===== config.mk =====
export PLATFORM = sky130hd
export DESIGN_NAME = mem_req_ctrl
export DESIGN_NICKNAME = d
export VERILOG_FILES = /design/src/rtl/mem_pkg.sv /design/src/rtl/mem_req_ctrl.sv
export SDC_FILE = /design/constraint.sdc
export NUM_CORES = 1
export LEC_CHECK = 0
export CAP_MARGIN = 30
export CORE_MARGIN = 2
export CORE_UTILIZATION = 42
export CTS_CLUSTER_DIAMETER = 60
export DETAILED_ROUTE_END_ITERATION = 10
export GPL_TIMING_DRIVEN = 1
export PLACE_DENSITY = 0.87
export SYNTH_ARGS = -nofsm -noshare
export SYNTH_HDL_FRONTEND = slang
export SYNTH_SLANG_ARGS = --single-unit

===== constraint.sdc =====
create_clock -name Clk -period 4.8 [get_ports Clk]
set_clock_uncertainty 0.2 [all_clocks]
set_input_delay 0.72 -clock Clk [delete_from_list [all_inputs] [get_ports Clk]]
set_output_delay 0.72 -clock Clk [all_outputs]
set_load 0.02 [all_outputs]

===== src/rtl/mem_pkg.sv =====
// mem_pkg: FSM state encoding and default sizes shared by mem_req_ctrl and its bench.
package mem_pkg;
    typedef enum logic [2:0] {IDLE, WRITE, READ, CAPTURE, RESP} state_e;
    localparam int ADDR_W_DEF = 4;
    localparam int DATA_W_DEF = 8;
    localparam int MEM_DEPTH = 2 ** ADDR_W_DEF;
endpackage


===== src/rtl/mem_req_ctrl.sv =====
// mem_req_ctrl: single-outstanding-request memory controller.
// Define MEM_REQ_CTRL_VERIFY_EN to read back every write and flag a mismatch on rsp_err.
module mem_req_ctrl
    import mem_pkg::*;
#(
    parameter int ADDR_W = ADDR_W_DEF,
    parameter int DATA_W = DATA_W_DEF
) (
    input  logic              Clk,
    input  logic              rst,
    input  logic              req_valid,
    output logic              req_ready,
    input  logic              req_we,
    input  logic [ADDR_W-1:0] req_addr,
    input  logic [DATA_W-1:0] req_wdata,
    output logic              rsp_valid,
    input  logic              rsp_ready,
    output logic [DATA_W-1:0] rsp_rdata,
    output logic              rsp_err,
    output logic              mem_wr,
    output logic              mem_rd,
    output logic [ADDR_W-1:0] mem_addr,
    output logic [DATA_W-1:0] mem_wdata,
    input  logic [DATA_W-1:0] mem_rdata,
    output logic              busy
);
`ifdef MEM_REQ_CTRL_VERIFY_EN
    localparam bit VERIFY_EN = 1'b1;
`else
    localparam bit VERIFY_EN = 1'b0;
`endif

    state_e            state_q, state_d;
    logic              we_q, we_d;
    logic [ADDR_W-1:0] addr_q, addr_d;
    logic [DATA_W-1:0] wdata_q, wdata_d;
    logic [DATA_W-1:0] rdata_q, rdata_d;
    logic              err_q, err_d;

    always_ff @(posedge Clk) begin
        if (!rst) begin
            state_q <= IDLE;
            we_q    <= 1'b0;
            addr_q  <= '0;
            wdata_q <= '0;
            rdata_q <= '0;
            err_q   <= 1'b0;
        end else begin
            state_q <= state_d;
            we_q    <= we_d;
            addr_q  <= addr_d;
            wdata_q <= wdata_d;
            rdata_q <= rdata_d;
            err_q   <= err_d;
        end
    end

    always_comb begin
        state_d = state_q;
        we_d    = we_q;
        addr_d  = addr_q;
        wdata_d = wdata_q;
        rdata_d = rdata_q;
        err_d   = err_q;
        case (state_q)
            IDLE: if (req_valid) begin
                state_d = req_we ? WRITE : READ;
                we_d    = req_we;
                addr_d  = req_addr;
                wdata_d = req_wdata;
                rdata_d = '0;
                err_d   = 1'b0;
            end
            WRITE:   state_d = VERIFY_EN ? READ : RESP;
            READ:    state_d = CAPTURE;
            CAPTURE: begin
                state_d = RESP;
                rdata_d = mem_rdata;
                // err stays 0 on plain reads and in the non-verify build
                err_d   = VERIFY_EN && we_q && (mem_rdata != wdata_q);
            end
            RESP:    if (rsp_ready) state_d = IDLE;
            default: state_d = IDLE;
        endcase
    end

    assign req_ready = state_q == IDLE;
    assign busy      = state_q != IDLE;
    assign rsp_valid = state_q == RESP;
    assign mem_wr    = state_q == WRITE;
    assign mem_rd    = state_q == READ;
    assign mem_addr  = (mem_wr || mem_rd) ? addr_q : '0;
    assign mem_wdata = mem_wr ? wdata_q : '0;
    assign rsp_rdata = rdata_q;
    assign rsp_err   = err_q;
endmodule


==> results of run 1 <==
-- cell usage in the layout (no fill, tap or decap), types with 2 or more instances in the layout --
cell             synthesis  routed
clkdlybuf4s50_1          0      49
nand2_1                 26      26
dfxtp_1                 23      23
and2_1                  12      12
a21boi_1                10      10
a22o_1                   8       8
clkbuf_4                 0       4
a21oi_1                  3       3
nor3b_1                  2       2
nor2_1                   2       2
nand2b_1                 2       2
a21boi_0                 2       2
-- cells by family (layout without fill, tap and decap cells) --
logic type                Yosys count  count (layout)  share of synthesized area
AOI/OAI and AO/OA                  26              26                     0.1988
xor gates and xnor gates            1               1                   0.008697
buffers and inverters               9              55                    0.04224
DFF                                23              23                     0.4571
muxes                               1               1                    0.01118
other                               1               1                   0.003723
and+or+nand+nor                    51              51                     0.2783
-- per-stage QoR --
| stage | cell area [um^2] | std cells | setup slack (ps) | power, mW | util |
|---|---|---|---|---|---|
| floorplan | 1007 | 112 | 2550 | 0.3357 | - |
| global placement | 1494 | 181 | 2118 | 0.4010 | 0.6689 |
| detailed placement | 1494 | 181 | 2050 | 0.4077 | 0.6689 |
| CTS | 1521 | 185 | 1690 | 0.4962 | 0.6812 |
| global route | 1529 | 186 | 1554 | 0.5275 | 0.6846 |
| finish | 1529 | 186 | 1701 | 0.4946 | 0.6846 |
-- critical path: stages, from the launching register on --
cell and delay, ps:
dfxtp_1 590, nor3b_2 480, and2_1 200, clkdlybuf4s50_1 600
-- worst max-delay path by stage --
stage	to
after floorplan	mem_wdata[0]
after global placement	mem_wdata[0]
after detailed placement	mem_wdata[4]
after CTS	mem_wdata[4]
after global routing	mem_wdata[7]
final	mem_wdata[4]
-- registers in the layout, summed over array words and instances, names as in the netlist --
register and cells:
wdata_q 8, state_q 3, rsp_rdata 8, addr_q 4
-- report_power, final --
group / switching, mW / total, mW / internal, mW
Combinational: 0.0847 / 0.172 / 0.0869
Clock: 0.0579 / 0.0891 / 0.0312
Sequential: 0.0232 / 0.234 / 0.211
-- routing by layer --
metal,vias up,global-route usage,part of all wire
met5,-,0,0
met4,0,0.08974,0.023
met3,5,0.01977,0.036
met2,22,0.3167,0.51
met1,434,0.2251,0.43
li1,468,-,-
-- area by class of cell --
class                      instances  area, um^2  area share
inverter                           1       3.754    0.002455
multi-input combinational         80       504.2      0.3298
sequential                        23       460.4      0.3011
tap                               28       35.03     0.02291
timing repair buffer              50       498.0      0.3257
clock buffer                       3       22.52     0.01473
clock inverter                     1       5.005    0.003273
==> metrics.txt, run 1 <==
crit path kind=flop to output port; fin crit share=0.6456; htree depth=1; CP arrival=2180 ps; hold path startpoint=wdata_q[6]$_SDFFE_PN0P_; Post-synth EDFFs=0; Tot GR Track Use=0.1836; crit start category=flop; FF-to-FF path depth=3; Final Critical Period=3099 ps; first-pass GRT wire length=3760 um; chip width=52.97 um; Die H=52.97 um; dpl hpwl=1743 um; Site Rows=17; Synth area leader=dfxtp_1; initial core utilization=0.4510; synthesized area=1007 um^2; DRC marker count from the first detailed-route iteration=13; setup TNS=0 ps; worst hold margin=257.3 ps; Critical Path Source=state_q[0]$_SDFFE_PN0P_; most frequent cell after synthesis=nand2_1; Worst Path Max Fanout=13; top post-synthesis cells by count=26 x nand2_1, 23 x dfxtp_1, 12 x and2_1; clk sinks=23; initial antenna violation count=0; static leakage=0.5788 nW; flop-to-flop setup slack=2880 ps; max-slew violations=0; n_diodes=0; CTS Buf Count=3; worst min-delay path class=flop to flop; VDD IR max=0.0002260 V; Pre-antenna DRT Iters=3; post-DR wirelength/cell=12.62 um; vias per std cell=4.995; vias in the first global route=840; Critical R2R Capture=rsp_rdata[7]$_SDFFE_PN0P_; clk root buf=clkbuf_4; Ports=51; area growth from synthesis to layout=51.80%; DR DRC count=0; post-cts repair resize count=0; Worst Setup End Kind=output port; ANT nets after route=0; library cells used by synthesis=27; CTS clock-pin slew for the worst setup and hold paths=120 ps; Total Nets Final=184; Finish-stage setup viols=0; status=finished, final reports clean; CTS tree=built; max_cap viols=0; Port Buffer Count=49; Yosys top cell area share=0.4571; fmax=0.3227 GHz; Mapped Cells=112; placeable core region=2233 um^2; reg2reg start=state_q[0]$_SDFFE_PN0P_; grt ovf=0; sequential-to-total area share from yosys stat=0.4571; Post-CTS Hold Buffers=0; pwr dens=323.5 nW/um^2; synth top area cells=dfxtp_1 46%, nand2_1 9.7%, a21boi_1 7.5%; Hold Path End=wdata_q[6]$_SDFFE_PN0P_; Synthesis Warnings=0; ys async rst share=0; Mean Syn Cell Area=8.993 um^2; Die ar.=2806 um^2; Final Hold Violating Endpoints=0; Filler cells=191; RSZ-0062 raised after global routing=false; WHS Path Cells=2; Synth Register Bits=23; largest net degree at the start of global routing=17; Placer Congestion=0.7069; Clock Path Buffers=2; Top FF cell, synth=dfxtp_1; via count=929; Skew-Pair Late Insertion Delay=320 ps; Post-CTS Setup Bufs=0; required time worst endpoint=3880 ps; WL final=2348 um; ratio of cells with drive above 1 in the final layout=0.06329; syn nets=137
No activity file was read; power rests on OpenSTA's default activity.
==> inputs of run 2 (changes only) <==
--- a/config.mk
+++ b/config.mk
@@ -7,11 +7,11 @@
 export LEC_CHECK = 0
 export CAP_MARGIN = 30
 export CORE_MARGIN = 2
-export CORE_UTILIZATION = 42
+export CORE_UTILIZATION = 39
 export CTS_CLUSTER_DIAMETER = 60
 export DETAILED_ROUTE_END_ITERATION = 10
 export GPL_TIMING_DRIVEN = 1
-export PLACE_DENSITY = 0.87
+export PLACE_DENSITY = 0.82
 export SYNTH_ARGS = -nofsm -noshare
 export SYNTH_HDL_FRONTEND = slang
 export SYNTH_SLANG_ARGS = --single-unit
==> constraint.sdc (replaced) <==
create_clock -name Clk -period 3.1 [get_ports Clk]
set_clock_uncertainty 0.2 [all_clocks]
set_input_delay 0.465 -clock Clk [delete_from_list [all_inputs] [get_ports Clk]]
set_output_delay 0.465 -clock Clk [all_outputs]
set_load 0.02 [all_outputs]
==> metrics.txt, run 2 (synthesized netlist as in run 1, its figures left out) <==
status=finished, final reports clean; Ports=51 (unchanged); placeable core region=2455 um^2 (+9.9%); CTS tree=built; Tot GR Track Use=0.1889 (+0.005250); ratio of cells with drive above 1 in the final layout=0.05696 (-0.006329); vias in the first global route=837 (-0.36%); required time worst endpoint=2430 ps (-1450 ps); max-slew violations=0 (unchanged); Total Nets Final=184 (unchanged); Port Buffer Count=49 (unchanged); Pre-antenna DRT Iters=4 (+1); worst min-delay path class=flop to flop; vias per std cell=4.840 (-3.1%); crit path kind=flop to output port; post-cts repair resize count=0 (unchanged); Skew-Pair Late Insertion Delay=320 ps (about the same); RSZ-0062 raised after global routing=false; Finish-stage setup viols=0 (unchanged); Placer Congestion=0.7719 (+9.2%); grt ovf=0 (unchanged); Final Critical Period=2856 ps; initial core utilization=0.4103 (-0.04068); commonest non-fill, non-tap cell in the layout=clkdlybuf4s50_1; fin crit share=0.9211; Worst Setup End Kind=output port; post-DR wirelength/cell=12.70 um (+0.62%); Finished Layout Cells=188 (+1.1%); chip width=54.82 um (+3.5%); crit start category=flop; WL final=2388 um (+1.7%); DR DRC count=0 (unchanged); n_diodes=0 (unchanged); Die ar.=3005 um^2 (+7.1%); max_cap viols=0 (unchanged); Die H=54.82 um (+3.5%); largest net degree at the start of global routing=17 (unchanged); Worst Path Max Fanout=13 (unchanged); Clock Path Buffers=2 (unchanged); clk root buf=clkbuf_4; CTS clock-pin slew for the worst setup and hold paths=120 ps (about the same); area growth from synthesis to layout=51.93% (about the same); fmax=0.3502 GHz; Post-CTS Hold Buffers=0 (unchanged); setup TNS=0 ps (unchanged); WHS Path Cells=2 (unchanged); ANT nets after route=0 (unchanged); CP arrival=2190 ps (about the same); initial antenna violation count=0 (unchanged); FF-to-FF path depth=3 (unchanged); DRC marker count from the first detailed-route iteration=18 (+5); static leakage=0.5764 nW (-0.41%); Site Rows=18 (+1); Post-CTS Setup Bufs=0 (unchanged); htree depth=1 (unchanged); placed insts=184 (+1.7%); pwr dens=502.4 nW/um^2 (+55%); first-pass GRT wire length=4002 um (+6.4%); clk sinks=23 (unchanged); Final Hold Violating Endpoints=0 (unchanged); dpl hpwl=1793 um (+2.9%); VDD IR max=0.0004376 V (+94%); most frequent cells in the layout=49 x clkdlybuf4s50_1, 26 x nand2_1, 23 x dfxtp_1; CTS Buf Count=3 (unchanged); via count=910 (-2.0%)
==> run 2: through the flow <==
| step | cell area (um^2) | setup slack (ps) | power, mW | hold WS, ps | util |
|---|---|---|---|---|---|
| floorplan | 1007 | 1105 | 0.5198 | 230.5 | - |
| global placement | 1504 | 678.4 | 0.6269 | 237.2 | 0.6126 |
| detailed placement | 1504 | 588.3 | 0.6357 | 245.4 | 0.6126 |
| CTS | 1530 | 194.3 | 0.7765 | 263.3 | 0.6233 |
| global route | 1530 | 94.36 | 0.8162 | 295.4 | 0.6233 |
| finish | 1530 | 244.4 | 0.7687 | 261.4 | 0.6233 |
==> run 2: where the power goes <==
part	total [mW]	internal, mW	switching [mW]
Combinational	0.266	0.135	0.131
Clock	0.141	0.0504	0.0903
Sequential	0.362	0.326	0.0358
Total	0.769	0.511	0.257
==> run 2: path summary, 6_finish.rpt <==
| path | start | to | slack, ps |
|---|---|---|---|
| max | state_q[0]$_SDFFE_PN0P_ | mem_wdata[1] | 240 |
| min reg2reg | addr_q[1]$_SDFFE_PN0P_ | addr_q[1]$_SDFFE_PN0P_ | 260 |
| max reg2reg | state_q[0]$_SDFFE_PN0P_ | rsp_rdata[3]$_SDFFE_PN0P_ | 1190 |
| min | addr_q[1]$_SDFFE_PN0P_ | addr_q[1]$_SDFFE_PN0P_ | 260 |
==> run 2: critical path, cell delays in order (launching register included) <==
cell,delay [ps]
dfxtp_1,590
nor3b_2,490
and2_1,200
clkdlybuf4s50_1,600
==> run 2: final cells by class <==
type / instances / area, um^2
clock buffers: 4 / 26.28
fillers: 211 / 924.6
inverters: 1 / 3.754
multi-input cells: 80 / 504.2
flip-flops and latches: 23 / 460.4
well taps: 30 / 37.54
repair buffers: 50 / 498.0
==> run 2: per-layer routing <==
layer / up-vias / routed length, um / global-route usage
met2: 22 / 1182 / 0.2956
met3: 3 / 103 / 0.06011
met1: 416 / 1082 / 0.2483
met4: 0 / 19 / 0.05000
li1: 469 / - / -
met5: - / 0 / 0
